File: src/rtl/step_scheduler_pkg.sv
// Shared types and constants for the step scheduler: one-hot FSM states,
// tempo clamp limits, divider width and the per-step interval helper.
package step_scheduler_pkg;

   typedef enum logic [2:0] {
      ST_IDLE = 3'b001,
      ST_WAIT = 3'b010,
      ST_RUN  = 3'b100
   } state_t;

   localparam logic [9:0] BPM_MIN = 10'd20;
   localparam logic [9:0] BPM_MAX = 10'd300;
   localparam int         DVD_W   = 32;

   function automatic logic [9:0] clamp_bpm(input logic [9:0] bpm);
      if (bpm < BPM_MIN) return BPM_MIN;
      if (bpm > BPM_MAX) return BPM_MAX;
      return bpm;
   endfunction

   // Swing lengthens the interval after an even step and shortens the one after an odd step.
   function automatic logic [DVD_W-1:0] step_interval(input logic [DVD_W-1:0] period,
                                                      input logic             odd_step,
                                                      input logic             swing_on);
      logic [DVD_W-1:0] quarter;
      quarter = period >> 2;
      if (!swing_on) return period;
      return odd_step ? (period - quarter) : (period + quarter);
   endfunction

endpackage

File: src/rtl/step_scheduler_divider.sv
// seq_divider: 32-bit restoring divider, one quotient bit per cycle.
// start is taken only while idle; done pulses for one cycle with the quotient valid.
module seq_divider
   import step_scheduler_pkg::*;
(
   input  logic             clk,
   input  logic             rst,
   input  logic             start,
   input  logic [DVD_W-1:0] dividend,
   input  logic [DVD_W-1:0] divisor,
   output logic             busy,
   output logic             done,
   output logic [DVD_W-1:0] quotient
);
   localparam int              CNT_W    = $clog2(DVD_W);
   localparam logic [CNT_W-1:0] CNT_LAST = CNT_W'(DVD_W - 1);

   logic             active_q, active_d;
   logic             done_q, done_d;
   logic [CNT_W-1:0] cnt_q, cnt_d;
   logic [DVD_W-1:0] quo_q, quo_d;
   logic [DVD_W-1:0] rem_q, rem_d;
   logic [DVD_W-1:0] dvs_q, dvs_d;
   logic [DVD_W:0]   shifted;

   always_comb begin
      active_d = active_q;
      done_d   = 1'b0;
      cnt_d    = cnt_q;
      quo_d    = quo_q;
      rem_d    = rem_q;
      dvs_d    = dvs_q;
      shifted  = {rem_q, quo_q[DVD_W-1]};
      if (active_q) begin
         // remainder < divisor, so the trial difference always fits in DVD_W bits
         if (shifted >= {1'b0, dvs_q}) begin
            rem_d = shifted[DVD_W-1:0] - dvs_q;
            quo_d = {quo_q[DVD_W-2:0], 1'b1};
         end else begin
            rem_d = shifted[DVD_W-1:0];
            quo_d = {quo_q[DVD_W-2:0], 1'b0};
         end
         cnt_d = cnt_q + 1'b1;
         if (cnt_q == CNT_LAST) begin
            active_d = 1'b0;
            done_d   = 1'b1;
         end
      end else if (start && !done_q) begin
         active_d = 1'b1;
         cnt_d    = '0;
         quo_d    = dividend;
         rem_d    = '0;
         dvs_d    = divisor;
      end
   end

   always_ff @(posedge clk or posedge rst) begin
      if (rst) begin
         active_q <= 1'b0;
         done_q   <= 1'b0;
         cnt_q    <= '0;
         quo_q    <= '0;
         rem_q    <= '0;
         dvs_q    <= '0;
      end else begin
         active_q <= active_d;
         done_q   <= done_d;
         cnt_q    <= cnt_d;
         quo_q    <= quo_d;
         rem_q    <= rem_d;
         dvs_q    <= dvs_d;
      end
   end

   assign busy     = active_q | done_q;
   assign done     = done_q;
   assign quotient = quo_q;

endmodule

File: src/rtl/step_scheduler.sv
// Step sequencer clock: derives the step period from BPM and emits step ticks/indices.
// Optional swing timing (swing port) is enabled with `define SWING_EN.
module step_scheduler
   import step_scheduler_pkg::*;
#(
   parameter int CLK_FREQ       = 50000000,
   parameter int STEPS_PER_BEAT = 4,
   parameter int NUM_STEPS      = 16
)
(
   input  logic       clk,
   input  logic       rst,
   input  logic [9:0] bpm,
   input  logic       play,
   input  logic       stop,
`ifdef SWING_EN
   input  logic       swing,
`endif
   output logic       step_tick,
   output logic [3:0] step_index,
   output logic       playing,
   output logic       busy
);
   localparam longint           DIVIDEND_L = (longint'(CLK_FREQ) * 64'd60) / longint'(STEPS_PER_BEAT);
   localparam logic [DVD_W-1:0] DIVIDEND   = DVD_W'(DIVIDEND_L);
   localparam logic [3:0]       LAST_IDX   = 4'(NUM_STEPS - 1);

   state_t           state_q, state_d;
   logic [3:0]       idx_q, idx_d, idx_next;
   logic [DVD_W-1:0] cnt_q, cnt_d;
   logic [DVD_W-1:0] intvl_q, intvl_d;
   logic [DVD_W-1:0] period_q, period_d;
   logic             period_vld_q, period_vld_d;
   logic             tick_q, tick_d;
   logic [9:0]       last_bpm_q, last_bpm_d;
   logic [9:0]       eff_bpm;
   logic             div_start, div_busy, div_done, enter_run, swing_on;
   logic [DVD_W-1:0] div_quo;

`ifdef SWING_EN
   assign swing_on = swing;
`else
   assign swing_on = 1'b0;
`endif

   seq_divider u_div (
      .clk      (clk),
      .rst      (rst),
      .start    (div_start),
      .dividend (DIVIDEND),
      .divisor  ({{(DVD_W-10){1'b0}}, eff_bpm}),
      .busy     (div_busy),
      .done     (div_done),
      .quotient (div_quo)
   );

   always_comb begin
      eff_bpm      = clamp_bpm(bpm);
      // last_bpm resets to 0, which no clamped tempo equals, so a division starts right after reset
      div_start    = !div_busy && (eff_bpm != last_bpm_q);
      last_bpm_d   = div_start ? eff_bpm : last_bpm_q;
      period_d     = div_done ? div_quo : period_q;
      period_vld_d = period_vld_q | div_done;
      idx_next     = (idx_q == LAST_IDX) ? 4'd0 : idx_q + 4'd1;

      state_d   = state_q;
      idx_d     = idx_q;
      cnt_d     = cnt_q;
      intvl_d   = intvl_q;
      tick_d    = 1'b0;
      enter_run = 1'b0;

      case (state_q)
         ST_IDLE: begin
            if (play) begin
               if (period_vld_d) enter_run = 1'b1;
               else              state_d   = ST_WAIT;
            end
         end
         ST_WAIT: begin
            if (period_vld_d) enter_run = 1'b1;
         end
         ST_RUN: begin
            if (cnt_q == intvl_q - 1'b1) begin
               idx_d   = idx_next;
               tick_d  = 1'b1;
               cnt_d   = '0;
               intvl_d = step_interval(period_d, idx_next[0], swing_on);
            end else begin
               cnt_d = cnt_q + 1'b1;
            end
         end
         default: state_d = ST_IDLE;
      endcase

      if (enter_run) begin
         state_d = ST_RUN;
         tick_d  = 1'b1;
         cnt_d   = '0;
         intvl_d = step_interval(period_d, idx_q[0], swing_on);
      end

      if (stop) begin
         state_d = ST_IDLE;
         idx_d   = 4'd0;
         cnt_d   = '0;
         tick_d  = 1'b0;
      end
   end

   always_ff @(posedge clk or posedge rst) begin
      if (rst) begin
         state_q      <= ST_IDLE;
         idx_q        <= 4'd0;
         cnt_q        <= '0;
         intvl_q      <= '0;
         period_q     <= '0;
         period_vld_q <= 1'b0;
         tick_q       <= 1'b0;
         last_bpm_q   <= 10'd0;
      end else begin
         state_q      <= state_d;
         idx_q        <= idx_d;
         cnt_q        <= cnt_d;
         intvl_q      <= intvl_d;
         period_q     <= period_d;
         period_vld_q <= period_vld_d;
         tick_q       <= tick_d;
         last_bpm_q   <= last_bpm_d;
      end
   end

   // A stop in the same cycle as a registered tick kills that tick.
   assign step_tick  = tick_q & ~stop;
   assign step_index = idx_q;
   assign playing    = (state_q != ST_IDLE);
   assign busy       = div_busy;

endmodule

File: config.mk
export PLATFORM = sky130hd
export DESIGN_NAME = step_scheduler
export DESIGN_NICKNAME = d
export VERILOG_FILES = /design/src/rtl/step_scheduler_pkg.sv /design/src/rtl/step_scheduler_divider.sv /design/src/rtl/step_scheduler.sv
export SDC_FILE = /design/constraint.sdc
export NUM_CORES = 1
export LEC_CHECK = 0
export BUFFER_PORTS_ARGS = -buffer_cell sky130_fd_sc_hd__buf_4
export CORE_MARGIN = 2
export CORE_UTILIZATION = 50
export CTS_BUF_LIST = sky130_fd_sc_hd__clkbuf_8 sky130_fd_sc_hd__clkbuf_16
export DETAILED_ROUTE_END_ITERATION = 7
export PLACE_DENSITY = 0.66
export REMOVE_ABC_BUFFERS = 1
export SLEW_MARGIN = 20
export SYNTH_ARGS = -nofsm -noshare
export SYNTH_HDL_FRONTEND = slang
export SYNTH_SLANG_ARGS = --single-unit
File: constraint.sdc
create_clock -name clk -period 9.2 [get_ports clk]
set_clock_uncertainty 0.2 [all_clocks]
set_input_delay 1.84 -clock clk [delete_from_list [all_inputs] [get_ports clk]]
set_output_delay 1.84 -clock clk [all_outputs]
set_load 0.005 [all_outputs]
# == Word-level counts from Yosys, hierarchy flattened ==
# Cells that the tools add are included.
# totals
register_bits,196
output_inout_bits,7
elab_cells,106
# classes
addsub,7
n_lt_le_gt_ge,3
eq_ne,11
n_mux,51
bitwise_logic,5
reduce_logical,15
# op_table
operator,n
2-to-1 mux 32 bit,17
2-to-1 mux 10 bit,4
>= comparator 33 x 10 -> 1 bit,1
"adder 32 x 1 -> 32 bit, second input constant",1
adder 32 x 30 -> 32 bit,1
equality test 32 bit,1
"subtractor 32 x 1 -> 32 bit, second input constant",1
subtractor 32 x 10 -> 32 bit,1
subtractor 32 x 30 -> 32 bit,1
2-to-1 mux 1 bit,18
2-to-1 mux 4 bit,4
2-to-1 mux 3 bit,4
"> comparator 10 x 9 -> 1 bit, second input constant",1
"< comparator 10 x 5 -> 1 bit, second input constant",1
2-to-1 mux 5 bit,2
inequality test 10 bit,1
nonzero test 2 bit,5
"inequality test 4 bit, second input constant",2
"inequality test 3 x 1 -> 1 bit, second input constant",2
one-hot mux 3 bit (2 select lines),1
AND reduction 2 bit,3
"adder 5 x 1 -> 5 bit, second input constant",1
"equality test 5 bit, second input constant",1
"adder 4 x 1 -> 4 bit, second input constant",1
13 further kinds,17

# == Logic depth before layout (Yosys ltp) ==
# Gate-level depths: netlist of run 1.
# depth
word_depth,10
depth_mapped,13
depth_no_buf,12

# == Hierarchy ==
# Synthesis of run 1 repeated with hierarchy kept, for this count alone.
# unflattened
cells_unflattened,1406
hier_area_um2,13073.8
# modules_own_cells
mod,instances,cells_per_inst,area_each_um2,seq_area_each_um2
step_scheduler,1,649,6646.4,2879.0
seq_divider,1,757,6427.4,2577.5

# == Worst setup path after synthesis of run 1 ==
# Ideal clock, no wire load.
# synth_path
kind,input to register
startpoint,input port bpm[5]
endpoint,register u_div.cnt_q[1]
arrival_ns,4.315
path_slack_ns,4.553
cell_stages,11
cell_sequence,clkbuf_1 > or4_1 > o31ai_1 > xor2_1 > a31oi_1 > o32ai_1 > a21boi_1 > a31oi_1 > buf_2 > buf_1 > nor2_1
# synth_via
elab_chain_cells,9
# synth_rtl
item,line,rtl
start: declaration,step_scheduler.sv:13,"input logic [9:0] bpm,"
> comparator 10 x 9 -> 1 bit,step_scheduler_pkg.sv:17,if (bpm > BPM_MAX) return BPM_MAX;
2-to-1 mux 1 bit (2 in a row),step_scheduler_pkg.sv:17,
2-to-1 mux 10 bit,step_scheduler_pkg.sv:18,return bpm;
2-to-1 mux 10 bit *,step_scheduler_pkg.sv:17,
inequality test 10 bit *,step_scheduler.sv:60,div_start = !div_busy && (eff_bpm != last_bpm_q);
logical AND 1 bit *,step_scheduler.sv:60,
logical AND 1 bit *,step_scheduler_divider.sv:48,end else if (start && !done_q) begin
nonzero test 2 bit (no line) *,-,
end signal: assignment,step_scheduler_divider.sv:68,cnt_q <= cnt_d;
end: declaration,step_scheduler_divider.sv:20,"logic [CNT_W-1:0] cnt_q, cnt_d;"
# Mark *: on every way between the ends. The rest lies on a longest branch, timed or not. The select of a mux whose other input is x is not followed.
# A chain may end at the register's enable or synchronous reset.

# == Worst setup path in the final report of run 1 ==
# layout_path
startpoint,input port bpm[8]
endpoint,register last_bpm_q[0]
# layout_via
elab_chain_cells,7
# layout_rtl
item,line,rtl
> comparator 10 x 9 -> 1 bit,step_scheduler_pkg.sv:17,
2-to-1 mux 1 bit (2 in a row),step_scheduler_pkg.sv:17,
2-to-1 mux 10 bit,step_scheduler_pkg.sv:18,
2-to-1 mux 10 bit *,step_scheduler_pkg.sv:17,
inequality test 10 bit,step_scheduler.sv:60,
logical AND 1 bit,step_scheduler.sv:60,
end signal: assignment,step_scheduler.sv:129,last_bpm_q <= last_bpm_d;
end: declaration,step_scheduler.sv:35,"logic [9:0] last_bpm_q, last_bpm_d;"
# Marks and branches as above.

==> results of run 1 <==
## worst register-to-register path, delay by kind of cell (launching register included)
kind            cells  cell delay [ns]
simple gates        5             2.21
compound gates      3             0.76
flops               1             0.46
mux                 1             0.45
fa+ha+maj           1             0.22
buf+inv             1             0.09
## cell type report
type	count	share of cell area (%)
tap	280	2.93
clock buffer	17	3.56
sequential	196	41.1
inverter	32	1.07
multi-input combinational	828	48.2
clock inverter	15	1.52
timing repair buffer	26	1.63
## path summary, 6_finish.rpt
path,startpoint,end,slack [ns],cells after the start
setup / recovery,bpm[8],last_bpm_q[0],4.41,10
hold / removal,period_q[10],period_q[10],0.30,1
setup reg to reg,intvl_q[0],intvl_q[23],4.72,11
hold reg to reg,period_q[10],period_q[10],0.30,1
max in group asynchronous,rst,u_div.active_q,5.99,3
min in group asynchronous,rst,u_div.quotient[1],1.41,2
## state kept, by name, indices dropped and copies added, names as in the netlist, 3 cells and up
| register | flops |
|---|---|
| u_div.dvs_q | 10 |
| u_div.rem_q | 32 |
| intvl_q | 32 |
| period_q | 32 |
| state_q | 3 |
| cnt_q | 32 |
| u_div.cnt_q | 5 |
| u_div.quotient | 32 |
| step_index | 4 |
| last_bpm_q | 10 |
## stage by stage
| stage | utilization [%] | power (W) |
|---|---|---|
| 3_3_place_gp | 52.0 | 0.00311 |
| 3_5_place_dp | 52.0 | 0.00316 |
| 5_1_grt | 54.8 | 0.00424 |
| 4_1_cts | 54.8 | 0.00394 |
| 6_report | 54.8 | 0.00393 |
| 2_1_floorplan | - | 0.00277 |
## routing by layer
metal / global-route usage (%) / share of wire [%]
met5: 0 / 0
met2: 30.5 / 45
met3: 3.18 / 3.3
met1: 30.0 / 51
met4: 5.51 / 1.2
## cells by family after synthesis
group                      Yosys count  share of synthesized area [%]
AOI/OAI and AO/OA                  188                           11.4
xor gates and xnor gates            87                           6.87
adders and majority gates           16                           1.87
buffers and inverters               93                           3.88
DFF                                196                           44.3
muxes                              107                           11.4
and+or+nand+nor                    430                           20.2
## power by group through the flow
stage / clock network [W] / logic [W] / registers, W
3_5_place_dp: 0 / 0.00170 / 0.00146
2_1_floorplan: 0 / 0.00139 / 0.00138
3_3_place_gp: 0 / 0.00166 / 0.00145
4_1_cts: 0.000787 / 0.00171 / 0.00144
6_report: 0.000772 / 0.00172 / 0.00144
5_1_grt: 0.000825 / 0.00192 / 0.00149
## cells in the mapped netlist (all sizes together), types with 5 or more instances
master	count	area share, %
dfrtp	195	44
nor2	116	4.1
nand2	94	3.2
mux2	70	8.1
xnor2	58	4.6
nand3	46	2.1
o21ai	45	2.0
clkbuf	41	1.4
mux2i	37	3.3
nor3	33	1.5
inv	32	1.1
a211oi	30	2.0
xor2	29	2.3
a21oi	25	1.1
nor4	24	1.7
or3	23	1.3
buf	20	1.4
nand4	17	1.0
ha	15	1.7
o311ai	14	1.1
a31oi	12	0.68
or4	12	0.85
or2	11	0.62
nor2b	9	0.51
o211ai	9	0.61
o22ai	8	0.45
and3	7	0.40
and4	6	0.47
and4b	6	0.54
nor3b	6	0.45
a21o	5	0.34
o21a	5	0.34
==> flow_summary.json, run 1 <==
{
  "slew_violations": 0,
  "fin_area_um2": 12000,
  "synth.avg_cell_area_um2": 9.92,
  "p_per_area_nw_per_um2": 329,
  "path_delay_family": "compound AO/OA/AOI/OAI gates",
  "finalSetupViolations": 0,
  "holdBufCountCts": 0,
  "fin_cells": 1394,
  "place_area_um2": 11300,
  "port_buffers": 20,
  "crit_slowest_cell": "buf_4",
  "ant_nets": 0,
  "syn_inst": 1117,
  "final.min_clock_period_ns": 4.79,
  "max_slew_margin_pct": 38.5,
  "critical_path_buf_inv_count": 2,
  "multi_input_area_um2": 5770,
  "async_flop_share_pct": 100,
  "fmax_mhz": 209,
  "clkSlewWorstSetupHoldPaths_ns": 0.07,
  "num_rows": 54,
  "holdWs_ns": 0.302,
  "clockBufferDepth": 2,
  "drv_cap": 0,
  "viasPerCell": 5.81,
  "cts_tree": "yes",
  "synth_seq_cells": 196,
  "drtPass1Iterations": 5,
  "crit_path_max_incr_delay_ns": 0.66,
  "pre_cts_ws_ns": 3.97,
  "final_nets": 1131,
  "syn-cell-area_um2": 11100,
  "gp_congestion": 0.866,
  "arrival_ns": 4.91,
  "p_leak_nw": 5.27,
  "cts_root_buffer": "clkbuf_16",
  "cts-resized-gates": 0,
  "required_ns": 9.32,
  "setup_ws_ns": 4.41,
  "clock-sinks": 196,
  "cp-start-kind": "primary input",
  "dp_cells": 1362,
  "finalCritPeriodShare_pct": 52.1,
  "h-tree-depth": 4,
  "synthFlopType": "dfrtp_1",
  "p_switching_w": 0.00155,
  "final_common_cell": "dfrtp_1",
  "status": "complete, no violations",
  "yosysUniqueCellTypes": 76,
  "gr-total-overflow": 0,
  "cts_buffers": 17,
  "grt_max_degree": 135,
  "setup-tns-final_ns": 0,
  "num_vias": 8094,
  "start_util_pct": 50.8,
  "critical_path_class": "in -> reg",
  "peakVddDrop_uv": 124,
  "register_area_um2": 4910,
  "io_pins": 21,
  "grt_pass1_wl_mm": 39.1,
  "grt_pass1_vias": 7775,
  "die_w_um": 153,
  "crit_path_max_fanout": 77,
  "yosysWarnings": 0,
  "sequentialPowerShare_pct": 36.7,
  "final_cell_mix": "dfrtp_1 (194), nor2_1 (114), nand2_1 (94), xnor2_1 (58), nand3_1 (46)",
  "post_cts_buffers": 0,
  "grt_usage_pct": 20.1,
  "ys_seq_area_share_pct": 44.3,
  "core_um2": 21800,
  "critPathCaptureType": "flop",
  "cpMostUsedCell": "buf_4",
  "hpwl_mm": 15.2,
  "n_antenna_cell": 0,
  "drc": 0,
  "post_drt_wl_per_cell_um": 16.2,
  "clock_latency_ns": 0.44,
  "synth-edff-count": 0,
  "drtIter0Drc": 605,
  "hold_class": "reg -> reg",
  "p_int_w": 0.00238,
  "p_clk_share_pct": 19.6,
  "syn_to_final_growth_pct": 7.86,
  "swShare_pct": 39.5,
  "antenna_found_initial": 0,
  "p_comb_share_pct": 43.6,
  "worstMarginPinSlew_ns": 0.922,
  "hold_violations": 0,
  "die_y_um": 153,
  "grt_setup_unrepaired": "no",
  "design.die.area_um2": 23400,
  "drive_gt1_share_pct": 13.6,
  "path_cells": "buf_4 -> or4_1 -> o31ai_1 -> xor2_1 -> a31oi_1 -> o32ai_1 -> a21boi_1 -> a31oi_4 -> buf_4 -> mux2_2",
  "fillers": 1965,
  "drt-total-wl_mm": 22.6
}
No activity file was read; power rests on OpenSTA's default activity.
==> inputs of run 2 (changes only) <==
--- a/config.mk
+++ b/config.mk
@@ -5,6 +5,7 @@
 export SDC_FILE = /design/constraint.sdc
 export NUM_CORES = 1
 export LEC_CHECK = 0
+export ABC_AREA = 1
 export BUFFER_PORTS_ARGS = -buffer_cell sky130_fd_sc_hd__buf_4
 export CORE_MARGIN = 2
 export CORE_UTILIZATION = 50
==> constraint.sdc (replaced) <==
create_clock -name clk -period 4.8 [get_ports clk]
set_clock_uncertainty 0.2 [all_clocks]
set_input_delay 0.96 -clock clk [delete_from_list [all_inputs] [get_ports clk]]
set_output_delay 0.96 -clock clk [all_outputs]
set_load 0.005 [all_outputs]
==> run 2 against run 1 <==
Compared with the run above:
- via count increased by 38%
- hold slack got worse by 0.031 ns
- core utilization increased by 0.14 points
- largest cell class unchanged
- flip-flop and latch count unchanged
- clock power increased by 93%
- cell count increased by 49%
- critical path depth increased by 2
- non-clock buffer count increased by 10
==> flow_summary.json, run 2 <==
{
  "slew_violations": 0,
  "pre_cts_ws_ns": 1.08,
  "final_nets": 1773,
  "viasPerCell": 5.36,
  "hold_class": "reg -> reg",
  "critical_path_class": "reg -> reg",
  "grt_usage_pct": 25.9,
  "num_rows": 57,
  "drc": 0,
  "grt_max_degree": 115,
  "cts_root_buffer": "clkbuf_16",
  "dr_wl_met2_mm": 13.4,
  "clockBufferDepth": 2,
  "cp-start-kind": "flop",
  "drive_gt1_share_pct": 7.57,
  "yosysWarnings": 0,
  "port_buffers": 20,
  "required_ns": 4.92,
  "crit_path_max_fanout": 17,
  "max_slew_margin_pct": 37.2,
  "final_common_cell": "nand2_1",
  "cts_tree": "yes",
  "clkSlewWorstSetupHoldPaths_ns": 0.08,
  "synth.avg_cell_area_um2": 7.01,
  "arrival_ns": 3.71,
  "p_int_w": 0.00424,
  "holdWs_ns": 0.272,
  "post_cts_buffers": 0,
  "yosys.area.top_type_share_pct": 39.8,
  "power_w": 0.00803,
  "ys_seq_area_share_pct": 40.1,
  "syn_to_final_growth_pct": 8.43,
  "finalCritPeriodShare_pct": 74.6,
  "peakVddDrop_uv": 270,
  "finalSetupViolations": 0,
  "p_clk_share_pct": 18.5,
  "synth_most_common_cell": "nand2_1",
  "drv_cap": 0,
  "die_y_um": 161,
  "p_per_area_nw_per_um2": 605,
  "grt_setup_unrepaired": "no",
  "setup_ws_ns": 1.22,
  "m1WireLength_mm": 16.2,
  "p_leak_nw": 6.74,
  "final.min_clock_period_ns": 3.58,
  "final_cell_mix": "nand2_1 (577), nand3_1 (223), dfrtp_1 (194), inv_1 (173), nor2_1 (169)",
  "synth-edff-count": 0,
  "core_um2": 24200,
  "syn_inst": 1747,
  "grt_pass1_wl_mm": 53.8,
  "synthFlopType": "dfrtp_1",
  "antenna_found_initial": 0,
  "p_comb_share_pct": 48.0,
  "fillers": 2374,
  "wl_met3_mm": 2.20,
  "synth_seq_cells": 196,
  "post_drt_wl_per_cell_um": 15.5,
  "fmax_mhz": 279,
  "final_core_util_pct": 54.9,
  "gr-total-overflow": 0,
  "sequentialPowerShare_pct": 33.5,
  "synth.area.top_cells": "dfrtp_1 (40%), nand2_1 (18%), nand3_1 (9.1%)",
  "drtIter0Drc": 1070,
  "die_w_um": 161,
  "cts-resized-gates": 0,
  "drtPass1Iterations": 5,
  "gp_congestion": 0.940,
  "clock-sinks": 196,
  "n_antenna_cell": 0,
  "swShare_pct": 47.2,
  "cts_buffers": 17,
  "h-tree-depth": 4,
  "syn-cell-area_um2": 12200,
  "design.die.area_um2": 25800,
  "start_util_pct": 50.7,
  "highest_layer": "met4",
  "synth_common_cells": "nand2_1 (577), nand3_1 (223), dfrtp_1 (195), inv_1 (174), nor2_1 (170)",
  "hpwl_mm": 23.7,
  "holdBufCountCts": 0,
  "yosysUniqueCellTypes": 44,
  "critPathCaptureType": "flop",
  "io_pins": 21,
  "clock_latency_ns": 0.44,
  "hold_violations": 0,
  "status": "complete, no violations",
  "p_switching_w": 0.00379,
  "drt-total-wl_mm": 32.2,
  "worstMarginPinSlew_ns": 0.940,
  "async_flop_share_pct": 100,
  "yosys.area.top_type": "dfrtp_1",
  "grt_pass1_vias": 10374,
  "num_vias": 11159,
  "ant_nets": 0
}
==> run 2: cell count changes in the layout (fill, tap and decap cells not counted), moves of 23 or more <==
cell / delta
nand2_1: +483
xnor2_1: -35
mux2i_1: -37
nor2_1: +55
or3_1: -23
mux2_4: -29
a211oi_1: -30
mux2_2: -40
nand3_1: +177
inv_1: +140
==> run 2: logic make-up after synthesis <==
family,after synthesis,synth area share [%]
adder cells (fa/ha/maj),16,1.70
AND/OR/NAND/NOR,1112,40.2
XOR/XNOR,73,5.22
flip-flops,196,40.1
AO/OA/AOI/OAI,105,4.75
buffers and inverters,245,8.04
==> run 2: per-layer routing <==
layer	track usage [%]	vias to the layer above
li1	-	5555
met1	39.7	5267
met2	37.1	303
met3	5.91	34
met4	5.61	0
met5	0	-
==> run 2: area by class of cell <==
cell class,instances,area [um2],share of cell area [%]
Clock buffer,18,439,3.31
Multi-Input combinational cell,1306,6360,47.9
Tap cell,324,405,3.05
Sequential cell,196,4910,37.0
Inverter,186,706,5.31
Timing Repair Buffer,36,295,2.22
Clock inverter,14,168,1.26
==> run 2: final timing paths <==
kind	endpoint	startpoint	depth (start not counted)	slack (ns)
max in group asynchronous	state_q[0]	rst	3	2.98
hold reg to reg	period_q[1]	period_q[1]	2	0.27
min in group asynchronous	u_div.dvs_q[7]	rst	2	0.46
hold / removal	period_q[1]	period_q[1]	2	0.27
setup reg to reg	u_div.rem_q[5]	u_div.rem_q[1]	12	1.22
setup / recovery	u_div.rem_q[5]	u_div.rem_q[1]	12	1.22
==> run 2: critical path: stages (launching register included) <==
cell and delay [ns]:
dfrtp_1 0.42, ha_1 0.38, nand2_1 0.08, o21ai_0 0.42, a21boi_2 0.19, o21ai_0 0.46
nor2_1 0.08, buf_4 0.21, nand2_1 0.45, buf_4 0.35, nand2_1 0.08, nand3_1 0.08
nand2_1 0.07
==> run 2: power by group through the flow <==
stage	Combinational [W]	Clock [W]	Sequential, W
after global routing	0.00441	0.00157	0.00276
after global placement	0.00373	0	0.00270
final	0.00385	0.00149	0.00269
after detailed placement	0.00380	0	0.00270
after CTS	0.00382	0.00152	0.00268
after floorplan	0.00296	0	0.00255
==> run 2: through the flow <==
step	instances	area, um2	setup TNS, ns
2_1_floorplan	1688	12000	-331.50
3_3_place_gp	2048	12700	0
3_5_place_dp	2048	12700	0
4_1_cts	2080	13300	0
5_1_grt	2080	13300	0
6_report	2080	13300	0
==> inputs of run 3 (changes only) <==
==> constraint.sdc (replaced) <==
create_clock -name clk -period 3.7 [get_ports clk]
set_clock_uncertainty 0.2 [all_clocks]
set_input_delay 0.74 -clock clk [delete_from_list [all_inputs] [get_ports clk]]
set_output_delay 0.74 -clock clk [all_outputs]
set_load 0.005 [all_outputs]
==> run 3 against run 2 <==
Compared with the run above:
- critical path type unchanged
- sequential share of layout area decreased by 0.18 points
- critical path depth increased by 3
- cell count increased by 0.38%
- combinational power increased by 30%
- design area increased by 0.50%
- global-route usage decreased by 0.17 points
- first-iteration DRC count decreased by 31%
- sequential power increased by 30%
- maximum frequency increased by 19%
- register-to-register slack got worse by 0.53 ns
==> flow_summary.json, run 3 (same netlist as run 2, synthesis figures left out) <==
{
  "critPathCaptureType": "flop",
  "final_cell_mix": "nand2_1 (577), nand3_1 (223), dfrtp_1 (194), inv_1 (172), nor2_1 (169)",
  "max_slew_margin_pct": 34.9,
  "clkSlewWorstSetupHoldPaths_ns": 0.09,
  "p_switching_w": 0.00497,
  "sequentialPowerShare_pct": 33.4,
  "hold_violations": 0,
  "hpwl_mm": 23.5,
  "clock-sinks": 196,
  "cts_tree": "yes",
  "swShare_pct": 47.5,
  "h-tree-depth": 4,
  "num_vias": 11171,
  "required_ns": 3.88,
  "start_util_pct": 50.7,
  "grt_setup_unrepaired": "no",
  "p_int_w": 0.00550,
  "path_cells": "inv_1 -> ha_1 -> inv_1 -> nand2_1 -> nand2_1 -> nand2_1 -> nand2_1 -> a21oi_1 -> and2_1 -> nand3_1 -> nor2_2 -> nand3_4 -> nand2_4 -> nand3_1 -> nand2_1",
  "gr-total-overflow": 0,
  "drive_gt1_share_pct": 8.05,
  "drtIter0Drc": 738,
  "arrival_ns": 3.20,
  "status": "complete, no violations",
  "final_common_cell": "nand2_1",
  "critical_path_class": "reg -> reg",
  "fillers": 2357,
  "die_y_um": 161,
  "drc": 0,
  "p_comb_share_pct": 48.0,
  "path_delay_family": "simple AND/OR/NAND/NOR gates",
  "p_leak_nw": 6.78,
  "holdBufCountCts": 0,
  "ant_nets": 0,
  "cp-startpoint": "intvl_q[0]",
  "core_um2": 24200,
  "io_pins": 21,
  "fin_area_um2": 13300,
  "n_antenna_cell": 0,
  "place_area_um2": 12700,
  "cpMostUsedCell": "nand2_1",
  "crit_slowest_cell": "dfrtp_1",
  "timing.rr.start": "intvl_q[0]",
  "fmax_mhz": 332,
  "syn_to_final_growth_pct": 8.97,
  "grt_usage_pct": 25.7,
  "holdWs_ns": 0.153,
  "drt-total-wl_mm": 31.8,
  "fin_cells": 2088,
  "design.die.area_um2": 25800,
  "port_buffers": 20,
  "clockBufferDepth": 2,
  "cts_root_buffer": "clkbuf_16",
  "p_clk_share_pct": 18.6,
  "cts_buffers": 17,
  "finalSetupViolations": 0,
  "dp_cells": 2056,
  "slew_violations": 0,
  "peakVddDrop_uv": 372,
  "multi_input_area_um2": 6360,
  "grt_pass1_vias": 10377,
  "cp-start-kind": "flop",
  "crit_path_max_fanout": 32,
  "grt_pass1_wl_mm": 53.9,
  "antenna_found_initial": 0,
  "drtPass1Iterations": 5,
  "clock_latency_ns": 0.44,
  "post_drt_wl_per_cell_um": 15.2,
  "die_w_um": 161,
  "cts-resized-gates": 0,
  "finalCritPeriodShare_pct": 81.5,
  "final.min_clock_period_ns": 3.02,
  "hold_class": "in -> async",
  "num_rows": 57,
  "p_per_area_nw_per_um2": 784,
  "register_area_um2": 4910,
  "worstMarginPinSlew_ns": 0.976,
  "grt_max_degree": 88,
  "post_cts_buffers": 0,
  "crit_path_max_incr_delay_ns": 0.42,
  "critical_path_buf_inv_count": 2,
  "gp_congestion": 0.947,
  "drv_cap": 0,
  "viasPerCell": 5.35,
  "final_nets": 1781
}
==> run 3: changes by cell type in the layout (fill, tap and decap cells not counted), sizes merged <==
cell | previous run | this run
inv | 186 | 191
clkinvlp | 2 | 1
clkinv | 11 | 8
buf | 36 | 44
bufinv | 1 | 0
==> run 3: power by group through the flow <==
stage	combinational [W]	sequential, W	clock (W)
floorplan	0.00384	0.00331	0
global placement	0.00485	0.00351	0
detailed placement	0.00495	0.00351	0
CTS	0.00499	0.00349	0.00199
global route	0.00573	0.00358	0.00208
finish	0.00502	0.00350	0.00195
==> run 3: layer usage <==
| layer | up-vias | GRT usage, % | wire (um) |
|---|---|---|---|
| met2 | 240 | 36.9 | 13300 |
| met1 | 5335 | 39.9 | 16200 |
| li1 | 5575 | - | - |
| met5 | - | 0 | 0 |
| met3 | 21 | 5.29 | 1940 |
| met4 | 0 | 5.36 | 369 |
==> run 3: path summary, 6_finish.rpt <==
path,to,slack (ns),cells past startpoint
worst max-delay path,intvl_q[11],0.68,15
worst min-delay path,last_bpm_q[3],0.15,2
worst max register to register,intvl_q[11],0.68,15
worst min register to register,period_q[6],0.27,2
max in group asynchronous,u_div.rem_q[12],2.30,3
min in group clk,period_q[6],0.27,2
==> run 3: layout make-up <==
type | instances | share of cell area (%)
well taps | 324 | 3.04
clock inverters | 14 | 1.30
multi-input cells | 1306 | 47.6
flip-flops and latches | 196 | 36.8
repair buffers | 44 | 2.66
inverters | 186 | 5.29
clock buffers | 18 | 3.29
==> run 3: through the flow <==
step / setup TNS [ns] / util, % / total power, W / setup slack (ns)
floorplan: -503.98 / - / 0.00715 / -2.58
global placement: 0 / 52.7 / 0.00837 / 0.694
finish: 0 / 55.2 / 0.0105 / 0.684
CTS: 0 / 55.2 / 0.0105 / 0.694
global route: 0 / 55.2 / 0.0114 / 0.436
detailed placement: 0 / 52.7 / 0.00846 / 0.574
==> run 3: worst register-to-register path, stage by stage (launching register included) <==
cell and delay, ns:
dfrtp_1 0.42, inv_1 0.12, ha_1 0.29, inv_1 0.07, nand2_1 0.09, nand2_1 0.06
nand2_1 0.05, nand2_1 0.04, a21oi_1 0.23, and2_1 0.18, nand3_1 0.11, nor2_2 0.32
nand3_4 0.16, nand2_4 0.34, nand3_1 0.18, nand2_1 0.09
